<file path="src/rtl/core_tick_sequencer_pkg.sv">
// Shared types and helpers for the tick sequencer: state encoding, default
// field widths and the saturating adder used by the neuron datapath.
package core_pkg;

  localparam int unsigned DEF_NUM_NEURONS = 256;
  localparam int unsigned DEF_NUM_AXONS   = 256;
  localparam int unsigned DEF_AXON_TYPES  = 4;
  localparam int unsigned DEF_POT_W       = 9;
  localparam int unsigned DEF_NID_W       = $clog2(DEF_NUM_NEURONS);
  localparam int unsigned DEF_TYPE_W      = $clog2(DEF_AXON_TYPES);
  localparam int unsigned DEF_SUM_W       = DEF_POT_W + 1;

  typedef enum logic [3:0] {
    S_IDLE,
    S_LATCH,
    S_READ,
    S_CAPTURE,
    S_INTEGRATE,
    S_LEAK,
    S_FIRE,
    S_SPIKE,
    S_WRITE,
    S_CLEAR,
    S_ERROR
  } state_t;

  // Signed add clamped to the range of a w-bit two's complement value.
  function automatic int sat_add(int a, int b, int unsigned w);
    int sum;
    int hi;
    int lo;
    sum = a + b;
    hi  = (1 << (w - 1)) - 1;
    lo  = -(1 << (w - 1));
    if (sum > hi) return hi;
    if (sum < lo) return lo;
    return sum;
  endfunction

endpackage

</file>
<file path="src/rtl/core_tick_sequencer_sat_accumulator.sv">
// Registered signed accumulator: load a value, or add with clamping to the
// representable range of W bits.
module sat_accumulator
  import core_pkg::*;
#(
  parameter int unsigned W = DEF_POT_W
) (
  input  logic                clk,
  input  logic                rst_n,
  input  logic                load,
  input  logic                add,
  input  logic signed [W-1:0] load_val,
  input  logic signed [W-1:0] add_val,
  output logic signed [W-1:0] acc
);

  always_ff @(posedge clk or negedge rst_n) begin
    if (!rst_n)    acc <= '0;
    else if (load) acc <= load_val;
    else if (add)  acc <= W'(sat_add(int'(acc), int'(add_val), W));
  end

endmodule

</file>
<file path="src/rtl/core_tick_sequencer.sv">
// Per-tick neuron sweep: latch axon activity, integrate/leak/fire each neuron,
// emit spikes with backpressure and write potentials back. Optional watchdog
// and ERROR state are enabled by CORE_TICK_SEQ_WATCHDOG_EN.
module core_tick_sequencer
  import core_pkg::*;
#(
  parameter  int unsigned NUM_NEURONS    = DEF_NUM_NEURONS,
  parameter  int unsigned NUM_AXONS      = DEF_NUM_AXONS,
  parameter  int unsigned AXON_TYPES     = DEF_AXON_TYPES,
  parameter  int unsigned POT_W          = DEF_POT_W,
  parameter  int unsigned TIMEOUT_CYCLES = 65535,
  localparam int unsigned NID_W          = $clog2(NUM_NEURONS),
  localparam int unsigned TYPE_W         = $clog2(AXON_TYPES)
) (
  input  logic                         clk,
  input  logic                         rst_n,
  input  logic                         tick,
  input  logic [NUM_AXONS-1:0]         axon_activity,
  input  logic [NUM_AXONS*TYPE_W-1:0]  axon_type,
  output logic                         sched_rd_req,
  output logic                         sched_clr_req,
  output logic [NID_W-1:0]             sram_addr,
  output logic                         sram_rd_en,
  input  logic [NUM_AXONS-1:0]         sram_syn_row,
  input  logic [POT_W-1:0]             sram_potential,
  input  logic [POT_W-1:0]             sram_leak,
  input  logic [POT_W-1:0]             sram_threshold,
  input  logic [POT_W-1:0]             sram_reset_pot,
  input  logic [AXON_TYPES*POT_W-1:0]  sram_weights,
  output logic                         sram_wr_en,
  output logic [POT_W-1:0]             sram_wr_potential,
  output logic                         spike_valid,
  input  logic                         spike_ready,
  output logic [NID_W-1:0]             spike_neuron,
  output logic                         busy,
  output logic                         overrun,
  output logic                         error
);

  localparam int unsigned AX_W = $clog2(NUM_AXONS);

  state_t                    state, next;
  logic [NID_W-1:0]          neuron;
  logic [AX_W-1:0]           axon;
  logic [NUM_AXONS-1:0]      active, syn_q;
  logic signed [POT_W-1:0]   leak_q, thr_q, rpot_q, acc;
  logic signed [POT_W-1:0]   acc_load_val, acc_add_val, weight;
  logic [AXON_TYPES*POT_W-1:0] weights_q;
  logic [TYPE_W-1:0]         cur_type;
  logic                      acc_load, acc_add, fire, last_axon, last_neuron, timeout;

  assign cur_type    = axon_type[axon*TYPE_W +: TYPE_W];
  assign weight      = $signed(weights_q[cur_type*POT_W +: POT_W]);
  assign fire        = acc >= thr_q;
  assign last_axon   = axon == AX_W'(NUM_AXONS - 1);
  assign last_neuron = neuron == NID_W'(NUM_NEURONS - 1);

`ifdef CORE_TICK_SEQ_WATCHDOG_EN
  localparam int unsigned WD_W = $clog2(TIMEOUT_CYCLES + 1);
  logic [WD_W-1:0] wd;

  always_ff @(posedge clk or negedge rst_n) begin
    if (!rst_n)                wd <= '0;
    else if (state == S_IDLE)  wd <= '0;
    else if (state != S_ERROR) wd <= wd + 1'b1;
  end

  // wd counts the current busy cycle too, so TIMEOUT-1 is the last allowed one.
  assign timeout = (state != S_IDLE) && (state != S_ERROR) &&
                   (wd == WD_W'(TIMEOUT_CYCLES - 1));
  assign error   = state == S_ERROR;
`else
  assign timeout = 1'b0;
  assign error   = 1'b0;
`endif

  always_ff @(posedge clk or negedge rst_n) begin
    if (!rst_n) begin
      state     <= S_IDLE;
      neuron    <= '0;
      axon      <= '0;
      active    <= '0;
      syn_q     <= '0;
      leak_q    <= '0;
      thr_q     <= '0;
      rpot_q    <= '0;
      weights_q <= '0;
      overrun   <= 1'b0;
    end else begin
      state   <= next;
      overrun <= tick && busy;
      case (state)
        S_LATCH: begin
          active <= axon_activity;
          neuron <= '0;
        end
        S_CAPTURE: begin
          syn_q     <= sram_syn_row;
          leak_q    <= $signed(sram_leak);
          thr_q     <= $signed(sram_threshold);
          rpot_q    <= $signed(sram_reset_pot);
          weights_q <= sram_weights;
          axon      <= '0;
        end
        S_INTEGRATE: axon   <= axon + 1'b1;
        S_WRITE:     neuron <= neuron + 1'b1;
        default: ;
      endcase
    end
  end

  always_comb begin
    next = state;
    case (state)
      S_IDLE:      if (tick) next = S_LATCH;
      S_LATCH:     next = S_READ;
      S_READ:      next = S_CAPTURE;
      S_CAPTURE:   next = S_INTEGRATE;
      S_INTEGRATE: if (last_axon) next = S_LEAK;
      S_LEAK:      next = S_FIRE;
      S_FIRE:      next = fire ? S_SPIKE : S_WRITE;
      S_SPIKE:     if (spike_ready) next = S_WRITE;
      S_WRITE:     next = last_neuron ? S_CLEAR : S_READ;
      S_CLEAR:     next = S_IDLE;
      S_ERROR:     next = S_ERROR;
      default:     next = S_IDLE;
    endcase
    if (timeout) next = S_ERROR;
  end

  always_comb begin
    sched_rd_req  = 1'b0;
    sched_clr_req = 1'b0;
    sram_rd_en    = 1'b0;
    sram_wr_en    = 1'b0;
    spike_valid   = 1'b0;
    busy          = 1'b1;
    case (state)
      S_IDLE:  busy          = 1'b0;
      S_ERROR: busy          = 1'b0;
      S_LATCH: sched_rd_req  = 1'b1;
      S_READ:  sram_rd_en    = 1'b1;
      S_SPIKE: spike_valid   = 1'b1;
      S_WRITE: sram_wr_en    = 1'b1;
      S_CLEAR: sched_clr_req = 1'b1;
      default: ;
    endcase
  end

  assign sram_addr         = neuron;
  assign spike_neuron      = neuron;
  assign sram_wr_potential = acc;

  always_comb begin
    acc_load     = 1'b0;
    acc_add      = 1'b0;
    acc_load_val = $signed(sram_potential);
    acc_add_val  = weight;
    case (state)
      S_CAPTURE:   acc_load = 1'b1;
      S_INTEGRATE: acc_add  = active[axon] & syn_q[axon];
      S_LEAK: begin
        acc_add     = 1'b1;
        acc_add_val = leak_q;
      end
      S_FIRE: begin
        acc_load     = fire;
        acc_load_val = rpot_q;
      end
      default: ;
    endcase
  end

  sat_accumulator #(.W(POT_W)) u_acc (
    .clk      (clk),
    .rst_n    (rst_n),
    .load     (acc_load),
    .add      (acc_add),
    .load_val (acc_load_val),
    .add_val  (acc_add_val),
    .acc      (acc)
  );

endmodule
</file>
<file path="config.mk">
export PLATFORM = sky130hd
export DESIGN_NAME = core_tick_sequencer
export DESIGN_NICKNAME = d
export VERILOG_FILES = /design/src/rtl/core_tick_sequencer_pkg.sv /design/src/rtl/core_tick_sequencer_sat_accumulator.sv /design/src/rtl/core_tick_sequencer.sv
export SDC_FILE = /design/constraint.sdc
export NUM_CORES = 1
export LEC_CHECK = 0
export ABC_AREA = 0
export ABC_CLOCK_PERIOD_IN_PS = 4300
export CAP_MARGIN = 25
export CORE_AREA = 2 2 445 447
export CTS_CLUSTER_SIZE = 16
export DETAILED_ROUTE_END_ITERATION = 16
export DIE_AREA = 0 0 447 449
export HOLD_SLACK_MARGIN = 0.08
export PLACE_DENSITY = 0.44
export SYNTH_ARGS = -nofsm -noshare
export SYNTH_HDL_FRONTEND = slang
export SYNTH_HIERARCHICAL = 1
export SYNTH_SLANG_ARGS = --single-unit
export TNS_END_PERCENT = 30
</file>
<file path="constraint.sdc">
create_clock -name clk -period 4.3 [get_ports clk]
set_input_delay 0.86 -clock clk [delete_from_list [all_inputs] [get_ports clk]]
set_output_delay 0.86 -clock clk [all_outputs]
set_load 0.01 [all_outputs]
</file>
==> qor.json <==
{
  "insertion_delay_ns": 0.70,
  "slew_headroom": 0.343,
  "layout_commonest_cell": "sky130_fd_sc_hd__clkdlybuf4s50_1",
  "drtIter0Drc": 1312,
  "met2_usage": 0.292,
  "min_period_ns": 5.17,
  "global_route.usage.met1": 0.174,
  "die_x_um": 447,
  "place_congestion": 0.837,
  "largest_net_degree_at_the_start_of_global_routing": 113,
  "drive_gt1_frac": 0.317,
  "hold_viol": 0,
  "max-clock-path-buffers": 3,
  "dr.pass1.iters": 7,
  "synthDominantCellAreaShare": 0.488,
  "core_area_um2": 196000,
  "start_util": 0.158,
  "failed_checks": "setup timing",
  "route.antenna.remaining_nets": 0,
  "synth_cell_types": 74,
  "critical_path.startpoint": "axon[0]",
  "cts.sinks": 605,
  "pre_cts_ws_ns": -1.78,
  "worstPathBufferInverterCount": 9,
  "setup_violating_endpoint_count_in_the_final_report": 9,
  "final_cell_mix": "sky130_fd_sc_hd__clkdlybuf4s50_1 (1130), sky130_fd_sc_hd__dfrtp_1 (599), sky130_fd_sc_hd__mux2_2 (577), sky130_fd_sc_hd__buf_4 (190), sky130_fd_sc_hd__nand2_1 (170)",
  "floorplan.rows": 163,
  "ys_warn_count": 6,
  "critPathKind": "flop to flop",
  "hold_buffers": 0,
  "critical_path_peak_fanout": 8,
  "start_kind": "flop",
  "busiest_metal_layer_after_global_routing": "met2",
  "port_buffers": 1131,
  "clock_skews_ns": 0.0290,
  "synth-edff-count": 0,
  "wirelength_um": 167000,
  "p_leak_uw": 0.0191,
  "end_kind": "flop",
  "power_density_nw_per_um2": 662,
  "netlist_area_um2": 31000,
  "cts_buffers": 81,
  "synth_seq_area_share": 0.488,
  "final_routed_drc_violation_total": 0,
  "final_slew_viol_count": 0,
  "place_hpwl_um": 134000,
  "die_area_um2": 201000,
  "rsz0062_at_grt": "yes",
  "cts-root-buf": "sky130_fd_sc_hd__clkbuf_16",
  "ir_drop_v": 0.000446,
  "yosys_register_bits": 605,
  "grt_pass1_vias": 27191,
  "pin_count": 1133,
  "async_reset_ff_frac": 1.00,
  "placed_cells": 6186,
  "worst_pin_slew_ns": 0.977,
  "die_height_um": 449,
  "layout_worst_path_cycle_share": 1.20,
  "dr_total_vias": 25644,
  "outcome": "finished with violations",
  "critPathMaxStageDelay_ns": 0.52,
  "area_leader_netlist": "sky130_fd_sc_hd__dfrtp_1",
  "route.detailed.vias_per_inst": 4.00,
  "final_cell_count_no_fill": 6413,
  "grt_antenna_before_repair": 95,
  "critical_path_arrival_ns": 5.77,
  "ys_top_cells_by_area": "sky130_fd_sc_hd__dfrtp_1 (49%), sky130_fd_sc_hd__mux2_2 (21%), sky130_fd_sc_hd__mux4_2 (10%), sky130_fd_sc_hd__o21ai_0 (2.6%), sky130_fd_sc_hd__nand3_1 (2.2%)",
  "max_frequency_mhz": 193,
  "dominantRegCellSynth": "sky130_fd_sc_hd__dfrtp_1",
  "drv.max_cap_violation_count": 0,
  "worstPathRequired_ns": 4.90,
  "hold-worst-slack_ns": 0.166,
  "grt-ovfl-total": 0,
  "wire_per_inst_um": 26.1,
  "syn2layout_area_growth_pct": 62.4,
  "wire_length_of_the_first_global_routing_pass_um": 223000,
  "timing.rr.start": "axon[0]",
  "met3_usage": 0.0355,
  "postSynthCellCount": 2379,
  "cts.clk_slew.worst_paths_ns": 0.06,
  "critical_path_cell_by_cell": "buf_12 -> buf_12 -> buf_4 -> buf_4 -> mux4_2 -> mux2i_1 -> buf_4 -> o21ai_0 -> o22ai_2 -> nor3_2 -> nand4_1 -> buf_12 -> bufbuf_16 -> buf_4 -> mux2i_1 -> a22oi_2 -> o21a_1 -> ha_4 -> a211oi_2 -> nor3b_2 -> o21a_2 -> buf_4 -> o21ba_4 -> o311ai_4",
  "library_cell_contributing_the_largest_single_delay_on_the_critical_path": "sky130_fd_sc_hd__dfrtp_4",
  "grt_util_all_layers": 0.161,
  "cpMostUsedCell": "sky130_fd_sc_hd__buf_4",
  "min-delay-path-class": "input port to asynchronous set/reset pin",
  "tritoncts": "built",
  "htree_num_levels": 3,
  "final_critical_path_setup_slack_ns": -0.874,
  "postSynthAreaPerCell_um2": 13.0,
  "layout.nets": 4781,
  "synth.net_count": 3500,
  "worst_path_dominant_cell_family": "compound AO/OA/AOI/OAI gates"
}
## stage by stage
step                      setup TNS (ns)  cell area, µm²  power, µW  utilization
final                              -7.34           50400      33400        0.257
after detailed placement          -15.71           46800      25900        0.239
after global routing               -8.95           50400      35600        0.257
after floorplan                    -1.93           31000      19700            -
after global placement            -15.59           46800      25800        0.239
after CTS                          -7.70           49800      33400        0.254
## final cells by class
cell class	instances	area (µm²)
Fill cell	20692	146000
Multi-Input combinational cell	1579	15300
Sequential cell	605	15200
Timing Repair Buffer	1375	13800
Tap cell	2640	3300
Clock buffer	122	2360
Clock inverter	21	219
Antenna cell	53	133
Inverter	18	67.6
## synth_stat cells, drive strengths merged (7+ instances only)
cell	instances
nor2	34
mux4	140
buf	78
mux2i	57
o22ai	13
or3	9
a22oi	56
o21a	13
inv	16
clkbuf	99
nand2b	9
nor2b	7
ha	20
o211ai	41
nor3	9
o21ai	161
a211oi	7
mux2	577
nand2	171
a21oi	34
dfrtp	605
a21o	8
nand3	136
## flip-flops by register name (all words and copies together), names as in the netlist
signal / cells
overrun: 1
spike_neuron: 8
u_acc/acc: 9
axon: 8
weights_q: 36
rpot_q: 9
syn_q: 256
state: 4
leak_q: 9
active: 256
thr_q: 9
## per-layer routing
metal	wire length, µm	vias up
li1	-	11603
met1	62000	12938
met2	90500	803
met3	8640	268
met4	6180	32
met5	196	-
## repair_timing
action,in CTS,in global routing
pin swaps,8,6
buffers inserted,10,17
resized for setup,41,49
gates cloned,2,2
endpoints found under the setup margin,9,9
## worst paths after layout
kind | end | slack (ns) | depth (start not counted)
min in group clk | active[64] | 0.50 | 1
min | active[234] | 0.17 | 1
max | u_acc/acc[4] | -0.87 | 24
max reg2reg | u_acc/acc[4] | -0.87 | 24
min reg2reg | active[64] | 0.50 | 1
max in group asynchronous | syn_q[56] | 3.03 | 2
## logic make-up (layout without fill, tap and decap cells)
| family | count (synthesis) | count (layout) | share of synthesized area |
|---|---|---|---|
| AOI/OAI and AO/OA | 381 | 381 | 0.0822 |
| xor gates and xnor gates | 8 | 8 | 0.00226 |
| adders and majority gates | 21 | 21 | 0.00871 |
| buffers and inverters | 195 | 1536 | 0.0319 |
| DFF | 605 | 605 | 0.488 |
| muxes | 774 | 774 | 0.329 |
| other | 1 | 54 | 0.000121 |
| and+or+nand+nor | 394 | 394 | 0.0577 |
## power breakdown
part	switching (µW)	internal [µW]	total [µW]
Sequential	1820	8630	10400
Clock	2790	3920	6710
Combinational	7250	8970	16200
Total	11900	21500	33400
Power figures use the tool's default switching activity.
